File: config.mk
export PLATFORM = sky130hd
export DESIGN_NAME = au_seq
export DESIGN_NICKNAME = d
export VERILOG_FILES = /design/src/rtl/au_seq.sv
export SDC_FILE = /design/constraint.sdc
export NUM_CORES = 1
export LEC_CHECK = 0
export BUFFER_PORTS_ARGS = -buffer_cell sky130_fd_sc_hd__buf_2
export CORE_ASPECT_RATIO = 0.75
export CORE_MARGIN = 1
export CORE_UTILIZATION = 40
export DETAILED_ROUTE_END_ITERATION = 7
export PLACE_DENSITY = 0.62
export SYNTH_ARGS = -nofsm -noshare
export SYNTH_HDL_FRONTEND = slang
export SYNTH_SLANG_ARGS = --single-unit
File: constraint.sdc
create_clock -name CLK -period 4.4 [get_ports CLK]
set_input_delay 0.22 -clock CLK [delete_from_list [all_inputs] [get_ports CLK]]
set_output_delay 0.22 -clock CLK [all_outputs]
set_load 0.02 [all_outputs]
File: src/rtl/au_seq.sv
// au_seq: sequential add/sub/mul/div unit with operand regs A/B, edge-triggered LoadA/LoadB/Start, 2*WIDTH result, Cout/OVR/DivZero flags, Busy/Done handshake
module au_seq #(
  parameter int WIDTH = 8,
  localparam int CNTW = $clog2(WIDTH) + 1
) (
  input  logic               CLK,
  input  logic               reset_n,
  input  logic               LoadA,
  input  logic               LoadB,
  input  logic               Start,
  input  logic [1:0]         OP,
  input  logic [WIDTH-1:0]   BIT_Input,
  output logic [WIDTH-1:0]   A_OUT,
  output logic [WIDTH-1:0]   B_OUT,
  output logic [2*WIDTH-1:0] result,
  output logic               Cout,
  output logic               OVR,
  output logic               DivZero,
  output logic               Busy,
  output logic               Done
);
  localparam int M = WIDTH - 1;
  typedef enum logic [1:0] {IDLE, ALU, ITER, FIN} state_t;
  state_t               state_q;
  logic                 la_q, lb_q, st_q;
  logic [WIDTH-1:0]     a_q, b_q, wa_q, wb_q;
  logic [1:0]           op_q;
  logic [2*WIDTH-1:0]   prod_q, result_q;
  logic [CNTW-1:0]      cnt_q;
  logic                 cout_q, ovr_q, divz_q, busy_q, done_q;
  logic                 la_ev, lb_ev, st_ev, ge_d;
  logic [WIDTH:0]       as_d, ms_d, dr_d;
  logic [WIDTH-1:0]     rs_d;
  logic [2*WIDTH-1:0]   mul_d, div_d;
  assign la_ev = LoadA & ~la_q;
  assign lb_ev = LoadB & ~lb_q;
  assign st_ev = Start & ~st_q;
  assign as_d  = {1'b0, wa_q} + {1'b0, op_q[0] ? ~wb_q : wb_q} + {{WIDTH{1'b0}}, op_q[0]};
  assign ms_d  = {1'b0, prod_q[2*WIDTH-1:WIDTH]} + {1'b0, prod_q[0] ? wa_q : {WIDTH{1'b0}}};
  assign mul_d = {ms_d, prod_q[WIDTH-1:1]};
  assign dr_d  = {prod_q[2*WIDTH-1:WIDTH], prod_q[WIDTH-1]};
  assign ge_d  = dr_d >= {1'b0, wb_q};
  assign rs_d  = ge_d ? dr_d[WIDTH-1:0] - wb_q : dr_d[WIDTH-1:0];
  assign div_d = {rs_d, prod_q[WIDTH-2:0], ge_d};
  always_ff @(posedge CLK or negedge reset_n) begin
    if (!reset_n) begin
      state_q  <= IDLE;
      la_q     <= 1'b0;
      lb_q     <= 1'b0;
      st_q     <= 1'b0;
      a_q      <= '0;
      b_q      <= '0;
      wa_q     <= '0;
      wb_q     <= '0;
      op_q     <= '0;
      prod_q   <= '0;
      result_q <= '0;
      cnt_q    <= '0;
      cout_q   <= 1'b0;
      ovr_q    <= 1'b0;
      divz_q   <= 1'b0;
      busy_q   <= 1'b0;
      done_q   <= 1'b0;
    end else begin
      la_q   <= LoadA;
      lb_q   <= LoadB;
      st_q   <= Start;
      done_q <= 1'b0;
      if (!busy_q && la_ev) a_q <= BIT_Input;
      if (!busy_q && lb_ev) b_q <= BIT_Input;
      case (state_q)
        IDLE: if (st_ev) begin
          op_q    <= OP;
          wa_q    <= a_q;
          wb_q    <= b_q;
          cnt_q   <= CNTW'(WIDTH - 1);
          prod_q  <= {{WIDTH{1'b0}}, OP[0] ? a_q : b_q};
          busy_q  <= 1'b1;
          state_q <= OP[1] ? ITER : ALU;
        end
        ALU: begin
          if (!op_q[1]) prod_q <= {{(WIDTH-1){1'b0}}, as_d};
          state_q <= FIN;
        end
        ITER: begin
          prod_q <= op_q[0] ? div_d : mul_d;
          cnt_q  <= cnt_q - 1'b1;
          if (cnt_q == '0) state_q <= ALU;
        end
        FIN: begin
          result_q <= op_q[1] ? prod_q : {{WIDTH{1'b0}}, prod_q[WIDTH-1:0]};
          cout_q   <= ~op_q[1] & prod_q[WIDTH];
          ovr_q    <= ~op_q[1] & (op_q[0] ? (wa_q[M] != wb_q[M]) : (wa_q[M] == wb_q[M])) & (prod_q[M] != wa_q[M]);
          divz_q   <= (op_q == 2'b11) && (wb_q == '0);
          busy_q   <= 1'b0;
          done_q   <= 1'b1;
          state_q  <= IDLE;
        end
        default: state_q <= IDLE;
      endcase
    end
  end
  assign A_OUT   = a_q;
  assign B_OUT   = b_q;
  assign result  = result_q;
  assign Cout    = cout_q;
  assign OVR     = ovr_q;
  assign DivZero = divz_q;
  assign Busy    = busy_q;
  assign Done    = done_q;
endmodule

; ---- Word-level counts from Yosys, hierarchy flattened
; Cells that the tools add are included.
[classes]
addsub = 5
magnitude_cmp = 1
eq_ne = 10
muxes = 19
n_bitwise = 11
n_reduce_logical = 15
[ops]
columns = cell, count
row1 = two-way mux 16 bit, 4
row2 = one-hot mux 16 bit (3 select lines), 1
row3 = two-way mux 8 bit, 4
row4 = adder 8 x 8 -> 9 bit, 2
row5 = adder 9 x 1 -> 9 bit, 1
row6 = >= comparator 9 x 8 -> 1 bit, 1
row7 = zero test 8 bit, 1
row8 = NOT 8 bit, 1
row9 = one-hot mux 2 bit (4 select lines), 1
row10 = one-hot mux 4 bit (2 select lines), 1
row11 = AND reduction 2 bit, 4
row12 = subtractor 8 bit, 1
row13 = AND 1 bit, 6
row14 = "== test 2 bit, second input constant", 3
row15 = two-way mux 2 bit, 3
row16 = "!= test 2 bit, second input constant", 3
row17 = zero test 4 bit, 1
row18 = two-way mux 4 bit, 1
row19 = NOT 1 bit, 4
row20 = nonzero test 2 bit, 2
row21 = "subtractor 4 x 1 -> 4 bit, second input constant", 1
row22 = logical AND 1 bit, 3
row23 = two-way mux 1 bit, 3
row24 = AND reduction 3 bit, 1
row25 = other kinds (7), 8
[totals]
register_bits = 80
inputBits = 15
output_inout_bits = 37
wordCells = 78

; ---- Depth between registers and ports, before layout
[depth]
depth_word = 6
depth_mapped = 12
mapped_depth_nobuf = 10

; ---- Worst setup path after synthesis
; Ideal clock, no wire load.
[synth_path]
path_type = flip-flop to flip-flop
start = register op_q[0]
end = register prod_q[7]
setup_ps = 94
t_arrival_ps = 2355
required_time_ps = 4306
setup_slack_ps = 1951
stages_incl_launch_ff = 12
path_buffers = 3
period_less_slack_ps = 2449
cell_sequence = dfrtp_1 buf_6 buf_2 buf_2 xor2_1 ha_1 a21oi_1 o21a_2 o21ai_2 a2111oi_2 a31oi_1 a221oi_2
[synth_between]
elab_chain_len = 5
elab_cells_between_ends = 6
cone_classes = add/sub (2) / mux (4)
[synth_rtl]
columns = item, line
row1 = start: declaration, 27  ; logic [1:0] op_q;
row2 = start signal: assignment, 55  ; op_q <= '0;
row3 = start signal: assignment, 73  ; op_q <= OP;
row4 = two-way mux 8 bit, 38  ; assign as_d = {1'b0, wa_q} + {1'b0, op_q[0] ? ~wb_q : wb_q} + {{WIDTH{1'b0}}, op_q[0]};
row5 = adder 8 x 8 -> 9 bit, 38
row6 = adder 9 x 1 -> 9 bit, 38
row7 = two-way mux 16 bit, 82  ; if (!op_q[1]) prod_q <= {{(WIDTH-1){1'b0}}, as_d};
row8 = one-hot mux 16 bit (3 select lines) *, 71  ; case (state_q)
row9 = end signal: assignment, 77  ; prod_q <= {{WIDTH{1'b0}}, OP[0] ? a_q : b_q};
row10 = end signal: assignment, 82
row11 = end signal: assignment, 86  ; prod_q <= op_q[0] ? div_d : mul_d;
row12 = end: declaration, 28  ; logic [2*WIDTH-1:0] prod_q, result_q;
; Mark *: on every way between the ends. The rest lies on a longest branch, timed or not. The select of a mux whose other input is x is not followed.
; A chain may end at the register's enable or synchronous reset.

; ---- Final worst setup path
[layout_path]
start = register state_q[1]
end = register prod_q[5]
[layout_between]
elab_chain_len = 3
elab_cells_between_ends = 8
cone_classes = eq/ne (4) / mux (1) / reduce/logical (3)
[layout_rtl]
columns = item, line
row1 = start: declaration, 24  ; state_t state_q;
row2 = start signal: assignment, 79  ; state_q <= OP[1] ? ITER : ALU;
row3 = == test 2 x 1 -> 1 bit (tied with other cells), 71
row4 = != test 2 bit (no source line) or nonzero test 3 bit (tied branches), --
row5 = AND reduction 3 bit (no source line), --
; Parallel ways exist; a longest one is shown, timed or not.

==> results.md <==
Route:
- In the final routed layout, each cell accounts on average for 17.6 microns.
- The final layout contains routed wiring with a total length of 12.1 mm.
- The routed via count is 3721.
- Dividing the detail-routed via count by the number of cells gives around 5.4.
- After detailed routing, the number of remaining DRC violations is 0.
- The first detailed-routing pass ran for 5 iterations.
- The remaining antenna violation count is 0.
- The number of design-rule violations left by the first detailed-router iteration is roughly 150.

Flow run:
- Max-cap violations in this run came to 0.

Worst setup path:
- For the worst flop-to-flop path, the logic depth is 7.
- Along the worst path, the maximum fanout reaches 21.
- The delay of the slowest critical-path stage is 970 ps.
- The worst register-to-register path begins at state_q[1].
- Data on the critical path arrives at its endpoint at around 2800 ps.
- The critical path class is register to register.
- The setup check on the worst reg-to-reg path leaves a slack of around 1800 ps.
- The worst register-to-register path ends at prod_q[5].
- The critical-path cell with the highest stage delay is a2111oi_0.
- STA classifies the critical path endpoint as a register.
- The endpoint of the worst setup timing path is prod_q[5].
- The startpoint of the worst setup timing path is state_q[1].
- The required arrival time at the worst endpoint is 4570 ps.
- The critical path goes through inv_1 -> ha_1 -> a21oi_1 -> o21ai_1 -> buf_4 -> a2111oi_0 -> nor3_1.
- The worst setup path is launched from a register.

Run status:
- The flow ran to the end, and the final reports show no timing, DRC or antenna violations.

Yosys:
- The number of nets in the synthesized netlist is 516.
- The number of instances in the synthesized netlist is 469.
- Counting instances in the post-synthesis netlist gives the leading cell types as 80 x dfrtp_1, 50 x mux2_2, 40 x o21ai_0.
- Averaged over all synthesized cells, the footprint is 10.3 sq um.
- Synthesis inferred 80 register bits.
- The async set-reset flop share out of synthesis is 100%.
- In the synthesized netlist the dominant register cell turns out to be dfrtp_1.
- The number of distinct library cells after synthesis is 52.
- The number of synthesized flops with an enable pin is 0.
- The library cell occupying the most area in the post-synthesis netlist is dfrtp_1.
- After synthesis, flip-flops and latches occupy 41.5% of the total area.
- The proportion of netlist area held by the largest area contributor is 41.5%.
- The synthesized netlist occupies a cell area of a little under 5000 sq um.
- Sorting the synthesized cells by area gives the leading types as dfrtp_1 42%, mux2_2 12%, ha_1 7.5%.
- The most common cell in the netlist is dfrtp_1.
- Yosys printed 0 warnings.

STA:
- The highest clock rate is 381 MHz.
- In this run the tightest slew margin relative to its limit is 25.0%.
- The number of endpoints with negative hold slack in the final report is 0.
- The time the final worst path needs with I/O delays and setup is 2620 ps.
- The final-layout setup total negative slack is 0 ps.
- Setup repair after global routing left no endpoint under its margin.
- Of the available clock period, the critical path in the final layout requires between 50 and 60%.
- The setup clock skew after layout is 8.66 ps.
- The transition at the pin with the smallest max-transition slack is 1100 ps.
- The max-slew violation count was 0.
- Setup violations remaining at the end of the flow were counted as 0.

Clock network:
- The setup fix buffers added after clock tree synthesis is 0.
- The number of resized instances in the post-cts repair step is 0.
- In this run, CTS created clock tree buffers numbering 9.
- The clock drives 80 sinks.
- The cell chosen for the clock root is clkbuf_16.
- Buffers inserted to repair hold after CTS numbered 2.
- The maximum level of the CTS H-tree is 3.
- TritonCTS built the clock tree.
- The clock slew seen by the registers of the worst setup and hold paths is 60 ps.
- The clock latency of the later-clocked register in the worst-skew pair is 340 ps.
- The maximum number of buffers from clock root to sink is 2.

Die:
- The die outline width is 129 microns.
- The die outline area is 12500 sq um.
- 52 I/O pins were placed.
- The initial utilization of the core area, before any placement, comes to 41.4%.
- In this run the standard cell core region covers 11700 sq um.
- The die is around 97 microns tall.
- The floorplan row count is 34.

Place:
- After legalization and detailed placement, the total HPWL measured a little over 9 mm.
- The placer's final routability congestion estimate is 0.955.
- The total of buffers placed on input and output ports is 51.

Cells and area:
- The antenna cell count is 0.
- The area growth from synthesis to final layout is 14.9%.
- The final core utilization is 47.6%.
- The proportion of layout cells with a drive suffix above 1 is around 25%.
- The number of nets in the finished design is 565.

Global routing:
- The via count of the first global-routing pass is 3661.
- The first global-routing pass estimated 19.8 mm of wire.
- The overall fraction of global-route tracks in use is 20.9%.
- The overall overflow remaining after global route is 0.
- The largest net degree at the start of global routing is 81.
- The initial antenna violation count is 0.

Power:
- The total power draw is 4.85 mW.
- The worst-case vdd ir drop is 0.354 mV.
- The power density of the placed cells is 874 nW/um^2.
- The static leakage is between 2 and 3 nW.

Worst hold path:
- The type of the worst min-delay path is input port to asynchronous set/reset pin.
==> power breakdown <==
part,internal (mW),switching (mW),leakage (nW),total (mW)
Sequential,1.04,0.370,0.995,1.41
Combinational,1.12,1.57,1.43,2.69
Clock,0.454,0.298,0.145,0.752
==> logic make-up after synthesis <==
kind of cell	Yosys count	synth area share, %
simple gates	98	10.2
flops	80	41.5
mux	66	15.0
buf+inv	52	4.33
fa+ha+maj	32	8.77
compound gates	117	15.9
xor+xnor	24	4.36
==> stage by stage <==
| step | hold WS [ps] | setup WS (ps) | area (sq um) | std cells |
|---|---|---|---|---|
| CTS | 33.0 | 1870 | 5540 | 685 |
| global placement | 344 | 1880 | 5230 | 667 |
| floorplan | -75.6 | 1950 | 4820 | 469 |
| global route | 37.6 | 1580 | 5540 | 685 |
| detailed placement | 339 | 1900 | 5230 | 667 |
| finish | 42.8 | 1780 | 5540 | 685 |
==> sequential cells by signal, indices dropped and copies added, names as in the netlist <==
name,cells
lb_q,1
state_q,2
B_OUT,8
wa_q,8
st_q,1
result,16
DivZero,1
Cout,1
op_q,2
OVR,1
wb_q,8
A_OUT,8
la_q,1
Done,1
Busy,1
prod_q,16
cnt_q,4
==> per-layer routing <==
metal  vias to the layer above  routed length [microns]  GRT usage [%]
met2                       110                     4980           28.5
met1                      1811                     6220           32.2
li1                       1794                        -              -
met5                         -                        0              0
met3                         6                      764           4.85
met4                         0                       87           6.24
==> worst max-delay path, delay by kind of cell (launching register included) <==
family / cells / cell delay [ps]
adder cells (fa/ha/maj): 1 / 360
AND/OR/NAND/NOR: 1 / 130
flip-flops: 1 / 400
AO/OA/AOI/OAI: 3 / 1230
buffers and inverters: 2 / 330
==> worst min-delay path by stage <==
stage | from | end | slack, ps | cells after the start
2_1_floorplan | reset_n | A_OUT[0] | -80 | 0
3_3_place_gp | LoadB | lb_q | 340 | 1
3_5_place_dp | LoadB | lb_q | 340 | 1
4_1_cts | Start | st_q | 30 | 1
5_1_grt | Start | st_q | 40 | 1
6_report | reset_n | result[10] | 40 | 1
==> cell usage in the layout, fill, tap and decap left out, types with 3 or more instances in the layout <==
| master | Yosys | final |
|---|---|---|
| ha_1 | 29 | 29 |
| nor2b_1 | 5 | 5 |
| o211ai_1 | 3 | 3 |
| a211oi_1 | 3 | 3 |
| a31oi_1 | 4 | 4 |
| mux2_2 | 50 | 50 |
| o31a_1 | 3 | 3 |
| dfrtp_1 | 80 | 80 |
| and2_1 | 8 | 8 |
| or3_1 | 3 | 3 |
| xor2_1 | 14 | 14 |
| o22ai_1 | 6 | 6 |
| xnor2_1 | 10 | 10 |
| nor2_1 | 18 | 18 |
| a22oi_1 | 7 | 7 |
| nand2_1 | 30 | 30 |
| inv_1 | 34 | 34 |
| mux2i_1 | 16 | 16 |
| clkbuf_16 | 0 | 9 |
| fa_1 | 3 | 3 |
| o21ai_0 | 40 | 39 |
| nor3_1 | 7 | 7 |
| o21bai_1 | 5 | 5 |
| buf_2 | 5 | 50 |
| buf_4 | 0 | 4 |
| nand3_1 | 17 | 17 |
| a21oi_1 | 23 | 23 |
==> final cells by class <==
cell class / instances / area, sq um
Multi-Input combinational cell: 337 / 2610
Tap cell: 162 / 203
Fill cell: 1121 / 6110
Clock inverter: 5 / 56.3
Sequential cell: 80 / 2000
Clock buffer: 11 / 243
Timing Repair Buffer: 56 / 300
Inverter: 34 / 128
Note: power is estimated with default switching activity, not from simulation.
